## config.mk

```make
export PLATFORM = sky130hd
export DESIGN_NAME = sender_control_par
export DESIGN_NICKNAME = d
export VERILOG_FILES = /design/src/rtl/sender_control_par.sv
export SDC_FILE = /design/constraint.sdc
export NUM_CORES = 1
export LEC_CHECK = 0
export ABC_AREA = 1
export CAP_MARGIN = 25
export CORE_ASPECT_RATIO = 0.9
export CORE_MARGIN = 3
export CORE_UTILIZATION = 45
export CTS_CLUSTER_DIAMETER = 200
export DETAILED_ROUTE_END_ITERATION = 12
export HOLD_SLACK_MARGIN = 0.15
export PLACE_DENSITY = 0.6
export SKIP_LAST_GASP = 1
export SYNTH_ARGS = -nofsm -noshare
export SYNTH_HDL_FRONTEND = slang
export SYNTH_SLANG_ARGS = --single-unit
```

## constraint.sdc

```tcl
create_clock -name clk -period 2.9 [get_ports clk]
set_input_delay 0.435 -clock clk [delete_from_list [all_inputs] [get_ports clk]]
set_output_delay 0.435 -clock clk [all_outputs]
set_load 0.03 [all_outputs]
```

## src/rtl/sender_control_par.sv

```systemverilog
// ---------------------------------------------------------------------------
// sender_control_par
//
// Word FIFO followed by a request/acknowledge serial sender. Words are
// enqueued with 'write'. A 'start' in IDLE, with at least one stored word,
// begins a burst. Each word in the burst goes through two phases:
//   - Request is raised and held until the receiver answers with Ack.
//   - The word is then shifted out on sdrDataOut, one bit per cycle,
//     optionally followed by an even-parity bit.
// The burst carries on while words remain in the FIFO when a word finishes.
// When the FIFO is empty at that point, 'done' pulses for one cycle.
//
// Parameters
//   DATA_W    : data word width (>= 2)
//   DEPTH     : FIFO depth in words (power of 2, >= 2)
//   MSB_FIRST : 1 = serialise MSB first, 0 = LSB first
//   PARITY    : 1 = append one even-parity bit after each word
//
// Ports
//   clk        in   single clock; all state updates on the rising edge
//   Reset      in   asynchronous, active-low reset
//   data       in   word to enqueue
//   write      in   enqueue 'data' this cycle
//   start      in   begin transmitting the FIFO contents
//   Ack        in   receiver acknowledge of Request
//   Request    out  per-word transfer request (registered)
//   sdrDataOut out  serial data (registered), 0 outside SHIFT
//   full       out  count == DEPTH
//   empty      out  count == 0
//   busy       out  FSM in REQ or SHIFT (registered)
//   done       out  one-cycle pulse at the end of a burst (registered)
//   overflow   out  sticky: a write was dropped because the FIFO was full
//   count      out  number of stored words
// ---------------------------------------------------------------------------
module sender_control_par #(
  parameter int DATA_W    = 16,
  parameter int DEPTH     = 16,
  parameter int MSB_FIRST = 1,
  parameter int PARITY    = 0
) (
  input  logic                         clk,
  input  logic                         Reset,
  input  logic [DATA_W-1:0]            data,
  input  logic                         write,
  input  logic                         start,
  input  logic                         Ack,
  output logic                         Request,
  output logic                         sdrDataOut,
  output logic                         full,
  output logic                         empty,
  output logic                         busy,
  output logic                         done,
  output logic                         overflow,
  output logic [$clog2(DEPTH+1)-1:0]   count
);

  localparam int AW    = $clog2(DEPTH);
  localparam int CW    = $clog2(DEPTH+1);
  localparam int NBITS = DATA_W + ((PARITY != 0) ? 1 : 0);
  localparam int BW    = $clog2(NBITS + 1);

  localparam bit            HAS_PAR  = (PARITY != 0);
  // Index of the last bit of a frame (data bits plus optional parity).
  localparam logic [BW-1:0] LAST_BIT = BW'(NBITS - 1);
  // Index of the last data bit; the parity bit follows it when enabled.
  localparam logic [BW-1:0] LAST_DAT = BW'(DATA_W - 1);
  localparam logic [CW-1:0] CNT_FULL = CW'(DEPTH);

  typedef enum logic [1:0] {
    ST_IDLE  = 2'd0,
    ST_REQ   = 2'd1,
    ST_SHIFT = 2'd2
  } state_e;

  // -------------------------------------------------------------------------
  // Helper functions
  // -------------------------------------------------------------------------

  // Even parity: the parity bit makes the total number of ones even.
  function automatic logic even_parity(input logic [DATA_W-1:0] w);
    even_parity = ^w;
  endfunction

  // Bit that leaves the shift register next, depending on the bit order.
  function automatic logic out_bit(input logic [DATA_W-1:0] w);
    if (MSB_FIRST != 0) begin
      out_bit = w[DATA_W-1];
    end else begin
      out_bit = w[0];
    end
  endfunction

  // Shift register contents after one bit has been taken out.
  function automatic logic [DATA_W-1:0] shift_word(input logic [DATA_W-1:0] w);
    if (MSB_FIRST != 0) begin
      shift_word = {w[DATA_W-2:0], 1'b0};
    end else begin
      shift_word = {1'b0, w[DATA_W-1:1]};
    end
  endfunction

  // -------------------------------------------------------------------------
  // FIFO state
  // -------------------------------------------------------------------------
  logic [DATA_W-1:0] mem_q [DEPTH];
  logic [AW-1:0]     wr_ptr_q, wr_ptr_d;
  logic [AW-1:0]     rd_ptr_q, rd_ptr_d;
  logic [CW-1:0]     count_q,  count_d;
  logic              overflow_q, overflow_d;

  logic              full_s;
  logic              empty_s;
  logic              pop_s;
  logic              push_s;
  logic              drop_s;
  logic [DATA_W-1:0] head_s;

  // -------------------------------------------------------------------------
  // Sender FSM state
  // -------------------------------------------------------------------------
  state_e            state_q;
  logic [DATA_W-1:0] shreg_q;
  logic              par_q;
  logic [BW-1:0]     bit_cnt_q;
  logic              req_q;
  logic              sdr_q;
  logic              done_q;
  logic              busy_q;

  assign full_s  = (count_q == CNT_FULL);
  assign empty_s = (count_q == {CW{1'b0}});
  assign head_s  = mem_q[rd_ptr_q];

  // The only consumer of the FIFO is the acknowledged request.
  assign pop_s  = (state_q == ST_REQ) && Ack && !empty_s;
  // A full FIFO still accepts a write when a word leaves in the same cycle.
  assign push_s = write && (!full_s || pop_s);
  assign drop_s = write && full_s && !pop_s;

  // FIFO pointer, occupancy and overflow next-state logic.
  always_comb begin
    wr_ptr_d   = wr_ptr_q;
    rd_ptr_d   = rd_ptr_q;
    count_d    = count_q;
    overflow_d = overflow_q | drop_s;

    // Pointers are exactly AW bits wide, so they wrap modulo DEPTH.
    if (push_s) begin
      wr_ptr_d = wr_ptr_q + AW'(1);
    end else begin
      wr_ptr_d = wr_ptr_q;
    end

    if (pop_s) begin
      rd_ptr_d = rd_ptr_q + AW'(1);
    end else begin
      rd_ptr_d = rd_ptr_q;
    end

    case ({push_s, pop_s})
      2'b10:   count_d = count_q + CW'(1);
      2'b01:   count_d = count_q - CW'(1);
      default: count_d = count_q;
    endcase
  end

  // FIFO control registers.
  always_ff @(posedge clk or negedge Reset) begin
    if (!Reset) begin
      wr_ptr_q   <= {AW{1'b0}};
      rd_ptr_q   <= {AW{1'b0}};
      count_q    <= {CW{1'b0}};
      overflow_q <= 1'b0;
    end else begin
      wr_ptr_q   <= wr_ptr_d;
      rd_ptr_q   <= rd_ptr_d;
      count_q    <= count_d;
      overflow_q <= overflow_d;
    end
  end

  // FIFO storage. The array has no reset; the pointers and count qualify it.
  always_ff @(posedge clk) begin
    if (push_s) begin
      mem_q[wr_ptr_q] <= data;
    end
  end

  // Sender FSM with registered Request, serial data, busy and done.
  always_ff @(posedge clk or negedge Reset) begin
    if (!Reset) begin
      state_q   <= ST_IDLE;
      shreg_q   <= {DATA_W{1'b0}};
      par_q     <= 1'b0;
      bit_cnt_q <= {BW{1'b0}};
      req_q     <= 1'b0;
      sdr_q     <= 1'b0;
      done_q    <= 1'b0;
      busy_q    <= 1'b0;
    end else begin
      done_q <= 1'b0;
      case (state_q)
        ST_IDLE: begin
          sdr_q <= 1'b0;
          // start with an empty FIFO is ignored
          if (start && !empty_s) begin
            state_q <= ST_REQ;
            req_q   <= 1'b1;
            busy_q  <= 1'b1;
          end else begin
            state_q <= ST_IDLE;
            req_q   <= 1'b0;
            busy_q  <= 1'b0;
          end
        end

        ST_REQ: begin
          // The head word moves into the shift register on the Ack edge,
          // and its first bit is driven from the very next cycle.
          if (pop_s) begin
            state_q   <= ST_SHIFT;
            req_q     <= 1'b0;
            shreg_q   <= shift_word(head_s);
            par_q     <= even_parity(head_s);
            bit_cnt_q <= {BW{1'b0}};
            sdr_q     <= out_bit(head_s);
          end else begin
            state_q <= ST_REQ;
            req_q   <= 1'b1;
            sdr_q   <= 1'b0;
          end
        end

        ST_SHIFT: begin
          // bit_cnt_q is the index of the bit currently on sdrDataOut.
          if (bit_cnt_q == LAST_BIT) begin
            bit_cnt_q <= {BW{1'b0}};
            sdr_q     <= 1'b0;
            // count_q no longer includes the word just sent, so any
            // nonzero value means more words, including ones written
            // during this transfer.
            if (!empty_s) begin
              state_q <= ST_REQ;
              req_q   <= 1'b1;
              busy_q  <= 1'b1;
            end else begin
              state_q <= ST_IDLE;
              req_q   <= 1'b0;
              busy_q  <= 1'b0;
              done_q  <= 1'b1;
            end
          end else begin
            bit_cnt_q <= bit_cnt_q + BW'(1);
            if (HAS_PAR && (bit_cnt_q == LAST_DAT)) begin
              sdr_q <= par_q;
            end else begin
              sdr_q   <= out_bit(shreg_q);
              shreg_q <= shift_word(shreg_q);
            end
          end
        end

        default: begin
          state_q   <= ST_IDLE;
          req_q     <= 1'b0;
          sdr_q     <= 1'b0;
          busy_q    <= 1'b0;
          bit_cnt_q <= {BW{1'b0}};
        end
      endcase
    end
  end

  assign Request    = req_q;
  assign sdrDataOut = sdr_q;
  assign busy       = busy_q;
  assign done       = done_q;
  assign overflow   = overflow_q;
  assign count      = count_q;
  assign full       = full_s;
  assign empty      = empty_s;

endmodule

```

==> metrics <==
status finished clean; ANT nets after route 0; die area slightly below 30000 um^2; pin count of the biggest net entering global routing 89; root buffer cell clkbuf_16; core outline area about 26000 um^2; num rows 56; Crit path largest cell delay between 0.6 and 0.7 ns; CP Launch Type flip-flop; wire per inst between 20 and 25 um; Die Span X between 150 and 200 um; Mean Syn Cell Area 12.3 um^2; clock share of power 0.259; critical path's slowest cell clkdlybuf4s50_1; Worst-Margin Slew a little under 0.9 ns; final worst path period share 0.872; HP Class flip-flop to flip-flop; Int Power approximately 9 mW; Synth Area in XOR/XNOR 0.00713; switching part of the total 0.377; CTS H-Tree Depth 1; count of final max-slew check failures 0; Yosys reg bits about 300; Setup TNS Final 0 ns; CTS tree yes; CP arrival 2.09 ns; post-synthesis mux area share 0; largest family of logic cells by synthesized area compound AO/OA/AOI/OAI gates; most frequent cells in the layout edfxtp_1, nor2_1, o21ai_0, nand2_1, nand3_1; vias in the first global route approximately 7500; P&R area growth vs syn 14.3%; final setup margin between 0.3 and 0.4 ns; CTS buffer count 30; Combinational Power Share 0.357; Clk pin slew, worst setup/hold paths about 0.060 ns; WS Path Type flip-flop to primary output; Seq/Total Area, Yosys 0.705; clk sinks between 200 and 300; Buf+Inv Stages, Crit Path 2; # diodes 0; crit end category primary output; Post-Synth Simple-Gate Area 0.112; I/O pin count 33; hpwl dp approximately 17 mm; static leakage between 4 and 5 nW; sw power 5.46 mW; pwr dens between 1000 and 1500 nW/um^2; commonest non-fill, non-tap cell in the layout edfxtp_1; Detailed Routing Iterations Pass 1 5; Routed WL 28.6 mm; minimum clock period roughly 2.5 ns; RSZ-0062 raised after global routing no; Fmax between 300 and 400 MHz; critical path's top delay family buffers and inverters; Post-Syn Nets between 1000 and 1500; Die H around 160 um; initial core utilization 0.464; slew margin rel. 0.405; post_cts resized 0; Clk Latency, worst-skew pair approximately 0.56 ns; DR iter-0 viols between 600 and 700; Cells after Synth roughly 1000; dpl ws 0.495 ns; Setup-failing EPs final 0; Ys Warns 0; first-pass GRT wire length 44.8 mm; grt ovf 0; Final Hold Fails 0; Mapped Area 12300 um^2; Peak VDD IR ~0.65 mV; post-synthesis adder-cell area fraction 0.0112; Final nets ~1100; CP Data Required Time approximately 2.5 ns; gpl congestion slightly above 0.8; layout cells sized above 1 0.133; MaxCap Viol Count 0; Seq pwr share 0.384; clock skew about 0.016 ns; IO Port Bufs 32; Yosys cell types 37; Synth Area in Compound Gates 0.121; Total GRT Usage 0.196; total number of vias 7800; crit-path cells nor2_2, nand3_2, inv_1, clkdlybuf4s50_1; initial antenna violation count 0; CTS max path bufs 3; drt via density 5.53; critical path fanouts, max 8; DRC 0
==> sequential cells by signal, summed over array words and instances, names as in the netlist <==
signal	cells
mem_q	256
count	5
busy	1
shreg_q	15
bit_cnt_q	5
wr_ptr_q	4
rd_ptr_q	4
sdrDataOut	1
done	1
state_q	2
overflow	1
==> metrics by stage <==
stage               std cells  power (mW)  area, um^2  hold WS, ns  utilization
floorplan                 996        9.21       12300        0.139            -
global placement         1354        10.8       13100        0.466        0.493
detailed placement       1354        10.9       13100        0.463        0.493
CTS                      1411        14.6       14000        0.472        0.530
global route             1411        15.4       14000        0.497        0.530
finish                   1411        14.5       14000        0.473        0.530
==> what timing repair did <==
item                      CTS  global route
hold endpoints to repair   39             0
hold buffers                1             0
setup buffers               0             0
==> metal layers <==
layer	global-route usage	wire (um)	up-vias
met4	0.0589	770	0
li1	-	-	3669
met5	0	0	-
met3	0.0246	1380	52
met2	0.317	13200	220
met1	0.284	13200	3859
==> power by group through the flow <==
stage               Combinational, mW  Clock (mW)  Sequential [mW]
floorplan                        3.58           0             5.63
global placement                 5.15           0             5.63
detailed placement               5.21           0             5.65
CTS                              5.23        3.83             5.56
global route                     5.78        4.00             5.62
finish                           5.18        3.76             5.57
==> area by class of cell <==
type,count,area [um^2]
Fill cell,2296,12400
Sequential cell,295,8670
Multi-Input combinational cell,598,3120
Clock buffer,36,815
Timing Repair Buffer,67,656
Tap cell,348,435
Inverter,47,181
Clock inverter,20,163
==> kinds of logic after synthesis <==
group / count (synthesis)
buf+inv: 103
simple gates: 332
flops: 295
compound gates: 245
xor+xnor: 10
fa+ha+maj: 11
==> cells in the mapped netlist, drive strengths merged <==
cell type  number  area share
nand2          84       0.027
buf            41       0.024
o22ai           6      0.0031
o211ai         50       0.034
nor4            1     0.00051
nor2          196       0.063
clkbuf         15      0.0046
edfxtp        256        0.63
a31oi           1     0.00051
xnor2           1     0.00071
o21a            1     0.00061
o221ai         12      0.0086
o21ai         154       0.065
a21boi          2      0.0012
ha             11       0.011
nand3          46       0.020
o31ai           1     0.00061
xor2            9      0.0064
inv            47       0.015
o21bai          1     0.00061
a21oi          17      0.0069
nand4           5      0.0025
dfrtp          39       0.079
==> path summary, 6_finish.rpt <==
kind | start | slack [ns] | endpoint | cells past startpoint
max in group asynchronous | Reset | 1.69 | rd_ptr_q[0]$_DFFE_PN0P_ | 2
min in group asynchronous | Reset | 0.54 | sdrDataOut$_DFF_PN0_ | 2
min reg2reg | bit_cnt_q[4]$_DFFE_PN0P_ | 0.47 | done$_DFF_PN0_ | 1
min | bit_cnt_q[4]$_DFFE_PN0P_ | 0.47 | done$_DFF_PN0_ | 1
max | count[1]$_DFFE_PN0P_ | 0.37 | empty | 4
max reg2reg | state_q[0]$_DFFE_PN0N_ | 0.55 | shreg_q[13]$_DFFE_PN0P_ | 7
No activity file was read; power rests on OpenSTA's default activity.
